--- src/rtl/dmem_mmio_responder_if.sv ---
// CPU data-port bus plus the TX drain port and timer interrupt of the responder.
// The master modport is the CPU/sink side and the slave modport is the responder.
interface dmem_mmio_responder_if;
    logic        MemWrite;
    logic [31:0] Mem_WrAddr;
    logic [31:0] Mem_WrData;
    logic [31:0] ReadData;
    logic [7:0]  tx_data;
    logic        tx_valid;
    logic        tx_ready;
    logic        timer_irq;

    modport master (
        output MemWrite, Mem_WrAddr, Mem_WrData, tx_ready,
        input  ReadData, tx_data, tx_valid, timer_irq
    );

    modport slave (
        input  MemWrite, Mem_WrAddr, Mem_WrData, tx_ready,
        output ReadData, tx_data, tx_valid, timer_irq
    );
endinterface

--- src/rtl/dmem_mmio_responder.sv ---
// Data-port responder: word RAM below 0x8000_0000, and an MMIO block above it.
// The MMIO block holds a byte TX FIFO, a free-running timer and a compare interrupt.
module dmem_mmio_responder #(
    parameter int RAM_WORDS  = 64,
    parameter int FIFO_DEPTH = 8
) (
    input logic                   clk,
    input logic                   reset,
    dmem_mmio_responder_if.slave  bus
);
    localparam int RAM_AW  = $clog2(RAM_WORDS);
    localparam int FIFO_AW = $clog2(FIFO_DEPTH);
    localparam int CNT_W   = FIFO_AW + 1;
    localparam logic [CNT_W-1:0] DEPTH_C = CNT_W'(FIFO_DEPTH);

    localparam logic [1:0] REG_TX_DATA = 2'd0;
    localparam logic [1:0] REG_STATUS  = 2'd1;
    localparam logic [1:0] REG_TIMER   = 2'd2;
    localparam logic [1:0] REG_TIMECMP = 2'd3;

    logic [31:0]       addr;
    logic [31:0]       wdata;
    logic              is_mmio;
    logic [RAM_AW-1:0] ram_idx;
    logic [1:0]        reg_sel;
    logic              unused_bits;

    assign addr        = bus.Mem_WrAddr;
    assign wdata       = bus.Mem_WrData;
    assign is_mmio     = addr[31];
    assign ram_idx     = addr[RAM_AW+1:2];
    assign reg_sel     = addr[3:2];
    assign unused_bits = ^{addr, wdata};

    logic ram_we, push_req, status_we, timer_we, timecmp_we;
    assign ram_we     = bus.MemWrite && !is_mmio;
    assign push_req   = bus.MemWrite && is_mmio && (reg_sel == REG_TX_DATA);
    assign status_we  = bus.MemWrite && is_mmio && (reg_sel == REG_STATUS);
    assign timer_we   = bus.MemWrite && is_mmio && (reg_sel == REG_TIMER);
    assign timecmp_we = bus.MemWrite && is_mmio && (reg_sel == REG_TIMECMP);

    // ------------------------------------------------------------------ RAM
    logic [31:0] ram_q [RAM_WORDS];

    // NOTE: RAM storage has no reset so it maps onto plain memory; a store
    // coincident with reset still commits here.
    always_ff @(posedge clk) begin
        if (ram_we) begin
            ram_q[ram_idx] <= wdata;
        end
    end

    // -------------------------------------------------------------- TX FIFO
    logic [7:0]         fifo_mem_q [FIFO_DEPTH];
    logic [FIFO_AW-1:0] rd_ptr_q, rd_ptr_d;
    logic [FIFO_AW-1:0] wr_ptr_q, wr_ptr_d;
    logic [CNT_W-1:0]   count_q, count_d;
    logic               overflow_q, overflow_d;
    logic               fifo_empty, fifo_full, pop, push;

    assign fifo_empty = (count_q == '0);
    assign fifo_full  = (count_q == DEPTH_C);
    assign pop        = !fifo_empty && bus.tx_ready;
    // A full FIFO still accepts a byte when the head leaves in the same cycle.
    assign push       = push_req && (!fifo_full || pop);

    always_comb begin
        rd_ptr_d   = rd_ptr_q;
        wr_ptr_d   = wr_ptr_q;
        count_d    = count_q;
        overflow_d = overflow_q;
        if (pop) begin
            rd_ptr_d = rd_ptr_q + FIFO_AW'(1);
        end
        if (push) begin
            wr_ptr_d = wr_ptr_q + FIFO_AW'(1);
        end
        if (push && !pop) begin
            count_d = count_q + CNT_W'(1);
        end else if (pop && !push) begin
            count_d = count_q - CNT_W'(1);
        end
        if (push_req && !push) begin
            overflow_d = 1'b1;
        end else if (status_we && wdata[3]) begin
            overflow_d = 1'b0;
        end
    end

    // NOTE: sequential state is updated with non-blocking assignments so every
    // register in this block samples the pre-edge values of the others.
    always_ff @(posedge clk) begin
        if (reset) begin
            rd_ptr_q   <= '0;
            wr_ptr_q   <= '0;
            count_q    <= '0;
            overflow_q <= 1'b0;
            for (int i = 0; i < FIFO_DEPTH; i++) begin
                fifo_mem_q[i] <= '0;
            end
        end else begin
            rd_ptr_q   <= rd_ptr_d;
            wr_ptr_q   <= wr_ptr_d;
            count_q    <= count_d;
            overflow_q <= overflow_d;
            if (push) begin
                fifo_mem_q[wr_ptr_q] <= wdata[7:0];
            end
        end
    end

    // ---------------------------------------------------------------- timer
    logic [31:0] timer_q, timer_d;
    logic [31:0] timecmp_q, timecmp_d;
    logic        irq_q, irq_d;

    assign timer_d   = timer_we ? wdata : timer_q + 32'd1;
    assign timecmp_d = timecmp_we ? wdata : timecmp_q;
    assign irq_d     = (timer_q >= timecmp_q);

    always_ff @(posedge clk) begin
        if (reset) begin
            timer_q   <= '0;
            timecmp_q <= 32'hFFFF_FFFF;
            irq_q     <= 1'b0;
        end else begin
            timer_q   <= timer_d;
            timecmp_q <= timecmp_d;
            irq_q     <= irq_d;
        end
    end

    // ------------------------------------------------------------ read path
    logic [31:0] count_ext;
    logic [3:0]  count_sat;
    logic [31:0] status_word;
    logic [31:0] read_data;

    assign count_ext   = 32'(count_q);
    assign count_sat   = (count_ext > 32'd15) ? 4'hF : count_ext[3:0];
    assign status_word = {24'b0, count_sat, overflow_q, fifo_empty, fifo_full, 1'b0};

    // NOTE: read_data gets a default before the decode so no path leaves it
    // unassigned, which would otherwise infer a latch.
    always_comb begin
        read_data = '0;
        if (!is_mmio) begin
            read_data = ram_q[ram_idx];
        end else begin
            case (reg_sel)
                REG_STATUS:  read_data = status_word;
                REG_TIMER:   read_data = timer_q;
                REG_TIMECMP: read_data = timecmp_q;
                default:     read_data = '0;
            endcase
        end
    end

    assign bus.ReadData  = read_data;
    assign bus.tx_data   = fifo_mem_q[rd_ptr_q];
    assign bus.tx_valid  = !fifo_empty;
    assign bus.timer_irq = irq_q;
endmodule

--- src/flat_wrapper.sv ---
// flat-port wrapper written by rule: the top's interface ports become plain ports
module dmem_mmio_responder_flat 
#(
    parameter int RAM_WORDS  = 64,
    parameter int FIFO_DEPTH = 8
)
  (clk, reset, bus_MemWrite, bus_Mem_WrAddr, bus_Mem_WrData, bus_tx_ready, bus_ReadData, bus_tx_data, bus_tx_valid, bus_timer_irq);
  dmem_mmio_responder_if bus_i ();
  input logic clk;
  input logic reset;
  input wire logic [$bits(bus_i.MemWrite)-1:0] bus_MemWrite;
  input wire logic [$bits(bus_i.Mem_WrAddr)-1:0] bus_Mem_WrAddr;
  input wire logic [$bits(bus_i.Mem_WrData)-1:0] bus_Mem_WrData;
  input wire logic [$bits(bus_i.tx_ready)-1:0] bus_tx_ready;
  output wire logic [$bits(bus_i.ReadData)-1:0] bus_ReadData;
  output wire logic [$bits(bus_i.tx_data)-1:0] bus_tx_data;
  output wire logic [$bits(bus_i.tx_valid)-1:0] bus_tx_valid;
  output wire logic [$bits(bus_i.timer_irq)-1:0] bus_timer_irq;
  assign bus_i.MemWrite = bus_MemWrite;
  assign bus_i.Mem_WrAddr = bus_Mem_WrAddr;
  assign bus_i.Mem_WrData = bus_Mem_WrData;
  assign bus_i.tx_ready = bus_tx_ready;
  assign bus_ReadData = bus_i.ReadData;
  assign bus_tx_data = bus_i.tx_data;
  assign bus_tx_valid = bus_i.tx_valid;
  assign bus_timer_irq = bus_i.timer_irq;
  dmem_mmio_responder #(.RAM_WORDS(RAM_WORDS), .FIFO_DEPTH(FIFO_DEPTH)) u_core (.clk(clk), .reset(reset), .bus(bus_i));
endmodule
--- config.mk ---
export PLATFORM = sky130hd
export DESIGN_NAME = dmem_mmio_responder_flat
export DESIGN_NICKNAME = d
export VERILOG_FILES = /design/src/rtl/dmem_mmio_responder_if.sv /design/src/rtl/dmem_mmio_responder.sv /design/src/flat_wrapper.sv
export SDC_FILE = /design/constraint.sdc
export NUM_CORES = 2
export LEC_CHECK = 0
export ABC_CLOCK_PERIOD_IN_PS = 8500
export CAP_MARGIN = 20
export CORE_MARGIN = 2
export CORE_UTILIZATION = 48
export DETAILED_ROUTE_END_ITERATION = 12
export DONT_BUFFER_PORTS = 1
export PLACE_DENSITY = 0.61
export SLEW_MARGIN = 40
export SYNTH_ARGS = -nofsm -noshare
export SYNTH_HDL_FRONTEND = slang
export SYNTH_SLANG_ARGS = --single-unit
--- constraint.sdc ---
create_clock -name clk -period 8.5 [get_ports clk]
set_clock_uncertainty 0.05 [all_clocks]
set_input_delay 0 -clock clk [delete_from_list [all_inputs] [get_ports clk]]
set_output_delay 0 -clock clk [all_outputs]
set_load 0.05 [all_outputs]
Word level (Yosys, flattened, before mapping):

Memory sizes are Yosys's and may differ from the RTL's. A register that Yosys moved wholly into a read port is not among the register bits.
Index checks and enable logic that the tools add are counted.

* order comparisons: 2
* add/sub/neg operators: 5
* eq/ne operators: 4
* reduce and logical (&&, ||, !) cells: 23
* multiplexer cells: 20

Operators with widths (number)
* $pmux 32 s3: 1
* $mux 32: 2
* $add 32x1->32 const B: 1
* $ge 32x32->1: 1
* $logic_and 1x1->1: 12
* $mux 4: 3
* $mux 1: 10
* $mux 3: 3
* $mux 8: 1
* $reduce_or 8->1: 1
* $add 3x1->3 const B: 2
* $logic_not 1->1: 5
* $add 4x1->4 const B: 1
* $eq 2x2->1 const B: 2
* $eq 4x4->1 const B: 1
* $gt 4x4->1 const B: 1
* $logic_not 4->1: 1
* $reduce_bool 2->1: 2
* $sub 4x1->4 const B: 1
* $eq 2x1->1 const B: 1
* $logic_not 2->1: 1
* $logic_or 1x1->1: 1

* bits in registers: 76
* input port bits: 68
* memories: 2
* logic and storage cells: 63
* bits in writable memories: 2112

Memory list
* u_core.ram_q: depth 64, width 32, read ports 1, clocked after Yosys merged registers in 0, wr ports 1, RTL line dmem_mmio_responder.sv:43 `logic [31:0] ram_q [RAM_WORDS];`
* u_core.fifo_mem_q: depth 8, width 8, read ports 1, clocked after Yosys merged registers in 1, wr ports 8, RTL line dmem_mmio_responder.sv:54 `logic [7:0] fifo_mem_q [FIFO_DEPTH];`

Depth between registers and ports, before layout:

* word-level depth: 10
* depth in mapped cells: 12
* depth with buffers taken out: 11

Worst setup path after synthesis:

OpenSTA, ideal clock, no wires.

* path kind: input to register
* start point: in bus_Mem_WrAddr[4]
* end point: mem u_core.ram_q[11][0] (enable)
* data arrival time: 2.857 ns
* stages: 8
* buffers on the path: 5
* data required time: 8.029 ns
* setup slack: 5.172 ns
* cells stage by stage: buf_2 buf_2 buf_2 buf_4 buf_2 nor3b_1 nand3_1 nor2_1

RTL lines
* from (decl): RTL line flat_wrapper.sv:12 `input wire logic [$bits(bus_i.Mem_WrAddr)-1:0] bus_Mem_WrAddr;`
* to (decl): RTL line dmem_mmio_responder.sv:43

No word-level cell before the write port.

Worst setup path after layout:

* start point: reg u_core.count_q[0]
* end point: reg u_core.count_q[3]

* word-level cells in the longest chain between the ends: 8
* elaborated cells between the ends (all ways): 16
* classes of those cells: add/sub (2); eq/ne (1); mux (2); reduce/logical (11)

RTL lines
* from (decl): RTL line dmem_mmio_responder.sv:57 `logic [CNT_W-1:0] count_q, count_d;`
* from (signal assigned): RTL line dmem_mmio_responder.sv:104 `count_q <= count_d;`
* parallel branches: the longest is 8 deep, another holds $sub 4x1->4

Several ways; the timed one is not identified. The select of a mux whose other input is x is not followed.
A chain may end at the register's enable or synchronous reset.

==> run_results.csv <==
group,metric,value,unit
power,netSwitchingPower,0.00502,W
logic_synthesis,synth_top_area_share,73.8,%
placed_design,gp_congestion,0.841,
detailed_routing,route.met2.wl,114000,µm
power,p_sw_share,22.1,%
placed_design,hpwlAfterDp,128000,µm
grt,grt_max_degree,559,
logic_synthesis,async_reset_ff_share,0,%
placed_design,io_buffers,0,
setup_path,cp-start-kind,"flip-flop",
clock_network,htree_levels,4,
setup_path,crit_fanout,6,
detailed_routing,ant_nets,0,
logic_synthesis,ys_types,71,
logic_synthesis,ys_seq_area_share,75.6,%
logic_synthesis,synth_top_area_cell,"edfxtp_1",
timing,slew_headroom,38.0,%
die,rows,155,
die,fp.dieW,427,µm
die,fp.coreArea,0.178,mm²
detailed_routing,via_count,43700,
job,maxCapViolations,0,
detailed_routing,firstDrtPassIters,6,
die,die_area,0.182,mm²
logic_synthesis,synth-adder-area-share,0.577,%
power,sequentialPowerShare,52.7,%
layout,nets,4486,
detailed_routing,wire_per_inst,34.3,µm
clock_network,cts_setup_buffers,0,
clock_network,clk_pin_slew,0.06,ns
timing,report.final.slew_viol_count,0,
die,initial_core_util,48.2,%
timing,hold_viol,0,
hold_path,min_path_type,"input pin to flip-flop",
detailed_routing,route.met3.wl,19900,µm
logic_synthesis,muxShareOfSynthArea,15.1,%
detailed_routing,initialDrtViolationCount,6117,
timing,setup-violations-final,0,
clock_network,cts_tree,"built",
setup_path,cp_cell_sequence,"or4b_2 > nor2_1 > nor4_4 > ha_1 > dlygate4sd3_1 > or3_1 > dlygate4sd3_1 > a21oi_1 > dlygate4sd3_1",
logic_synthesis,synth_seq_cells,2191,
setup_path,r2r_start,"u_core.count_q[0]",
clock_network,cts.sinks,2191,
logic_synthesis,synth_area_leaders,"edfxtp_1 (74%), mux4_2 (13%), dfxtp_1 (1.8%)",
timing,fmax,237,MHz
power,power_frac_comb,6.1,%
grt,grt_pass1_vias,42900,
grt,track_usage,26.1,%
power,p_int,0.0177,W
layout,fillers,13400,
setup_path,reg2reg_slack,4.29,ns
detailed_routing,routed_wl,238000,µm
logic_synthesis,syn_nets,4274,
timing,post-route-period-util,49.6,%
logic_synthesis,synth_edf_count,2112,
setup_path,max_stage_delay,0.71,ns
timing,rsz0062_at_grt,"no",
layout,final_util,54.9,%
setup_path,crit_slowest_cell,"or4b_2",
clock_network,clk_path_buf_depth,3,
timing,tightest_slew,0.926,ns
setup_path,cp.arrival,4.94,ns
setup_path,startpoint,"u_core.count_q[0]",
detailed_routing,drc,0,
grt,overflow,0,
setup_path,setup.worst_path.end,"u_core.count_q[3]",
layout,areaGrowthSynthToFinish,13.9,%
timing,post-route-min-period,4.21,ns
die,fp.dieH,427,µm
logic_synthesis,synthXorXnorAreaFrac,0.296,%
setup_path,worstSetupPathType,"flip-flop to flip-flop",
grt,grt_first_pass_wirelength,332000,µm
logic_synthesis,synth_warnings,0,
logic_synthesis,synth_compound_area_share,3.57,%
detailed_routing,wl_met1,95800,µm
detailed_routing,vias_per_cell,6.30,
detailed_routing,routed.top_layer,"met5",
power,clkPwrFrac,41.2,%
logic_synthesis,syn_inst,4167,
logic_synthesis,synth_top_family_by_area,"multiplexers",
setup_path,reg2reg_depth,9,
setup_path,crit_cells,9,
setup_path,crit_family,"buffers and inverters",
clock_network,cts_resized,0,
logic_synthesis,synth_area_per_cell,20.6,µm²
logic_synthesis,synth-simple-area-share,3.14,%
setup_path,crit_required,9.22,ns
clock_network,cts_made_buffers,216,
grt,antenna_found_initial,13,
setup_path,path_common_cell,"dlygate4sd3_1",
timing,hold_ws,0.141,ns
power,p_leak,31.3,nW
setup_path,r2r-end,"u_core.count_q[3]",
clock_network,clk_latency,0.85,ns
timing,tns,0,ns
logic_synthesis,synth_ff_type,"edfxtp_1",
layout,drive_above_1_share,23.9,%
die,ios,110,
setup_path,path_buf_inv,3,
setup_path,endpoint_kind,"flip-flop",
power,ir_worst_vdd,0.168,mV
logic_synthesis,netlist_area,0.0859,mm²
power,p_per_area,232,mW/mm²
power,p_total,0.0227,W
outcome,status,"completed",
clock_network,clockRootBuffer,"clkbuf_16",
## layout by cell type, fill, tap and decap left out, drive strengths merged, types with 12 or more instances in the layout
cell            n
edfxtp       2112
mux4          512
clkbuf        283
nor2          173
buf           149
nand2         130
mux2i         106
clkinv        101
a22oi          97
a21oi          81
dfxtp          79
dlygate4sd3    75
and2           69
o21ai          58
o22ai          55
inv            44
a211oi         42
ha             38
nand3b         35
nor3           28
mux2           25
nand3          25
a221oi         22
xor2           18
bufinv         15
and3           14
a21o           14
o41a           13
or3            12
nor2b          12
## cells by family after synthesis
family,after synthesis
mux,643
xor+xnor,29
fa+ha+maj,39
compound gates,447
flops,2191
simple gates,547
buf+inv,271
## per-layer routing
metal / track usage, % / up-vias
li1: - / 17800
met5: 0 / -
met3: 5.05 / 314
met4: 7.58 / 4
met2: 41.6 / 2014
met1: 36.9 / 23500
## cell type report
type | count | area (µm²) | area share [%]
diodes | 5 | 12.5 | 0.0128
clock buffers | 283 | 5810 | 5.93
clock inverters | 124 | 1090 | 1.12
inverters | 41 | 154 | 0.157
multi-input cells | 1705 | 20100 | 20.5
flip-flops and latches | 2191 | 65000 | 66.4
well taps | 2355 | 2950 | 3.01
repair buffers | 224 | 2780 | 2.84
## sequential cells by signal (all words and copies together) (netlist names), named ones only
name                  flops
u_core.overflow_q         1
u_core.timer_q           32
u_core.fifo_mem_q        64
u_core.timecmp_q         32
u_core.ram_q           2048
u_core.wr_ptr_q           3
u_core.count_q            4
u_core.bus.timer_irq      1
u_core.rd_ptr_q           3
## what timing repair did
item	in CTS	in global routing
hold endpoints to repair	2322	0
hold buffers	108	0
endpoints found under the setup margin	0	0
## synthesized netlist by cell type, drive strengths merged, types with 8 or more instances
cell    instances
and2           69
nand3          25
a21o           14
or2            11
or3            12
clkbuf         82
xor2           18
a211oi         42
nor4            9
nand2         130
a221oi         22
mux2i         106
nand2b          8
buf           148
nor2b          12
xnor2          11
mux2           25
nor3           28
edfxtp       2112
and3           14
o22ai          55
nand4          11
o21ai          58
nand3b         35
o41a           13
a31oi          10
dfxtp          79
mux4          512
inv            40
nor2          173
a21oi          81
ha             38
a22oi          97
## how the worst min path moves through the flow
stage / start / to / slack [ns] / cells past startpoint
floorplan: bus_Mem_WrData[0] / u_core.ram_q[0][0] / 0.05 / 0
global placement: reset / u_core.overflow_q / 0.04 / 1
detailed placement: reset / flip-flop / 0.03 / 1
CTS: bus_Mem_WrAddr[2] / u_core.fifo_mem_q[5][7] / 0.004 / 4
global route: bus_Mem_WrAddr[5] / u_core.ram_q[28][3] / 0.11 / 2
finish: reset / u_core.wr_ptr_q[2] / 0.14 / 3
## worst reg2reg max path, cell delays in order, from the launching register on
cell	delay (ns)
dfxtp_1	0.38
or4b_2	0.71
nor2_1	0.26
nor4_4	0.11
ha_1	0.37
dlygate4sd3_1	0.65
or3_1	0.36
dlygate4sd3_1	0.56
a21oi_1	0.15
dlygate4sd3_1	0.56
## metrics by stage
step,cells,worst slack [ns],cell area [µm²]
after global routing,6927,4.08,97900
after global placement,6395,5.04,88900
after floorplan,4167,5.17,85900
final,6928,4.29,97900
after detailed placement,6397,5.10,89000
after CTS,6912,4.30,97600
## power by group through the flow
stage               Sequential, W  Combinational, W  Clock, W
floorplan                  0.0122          0.000829         0
global placement           0.0122          0.000959         0
detailed placement         0.0122          0.000969         0
CTS                        0.0120           0.00125   0.00945
global route               0.0120           0.00146   0.00988
finish                     0.0120           0.00139   0.00934
No activity file was read; power rests on OpenSTA's default activity.
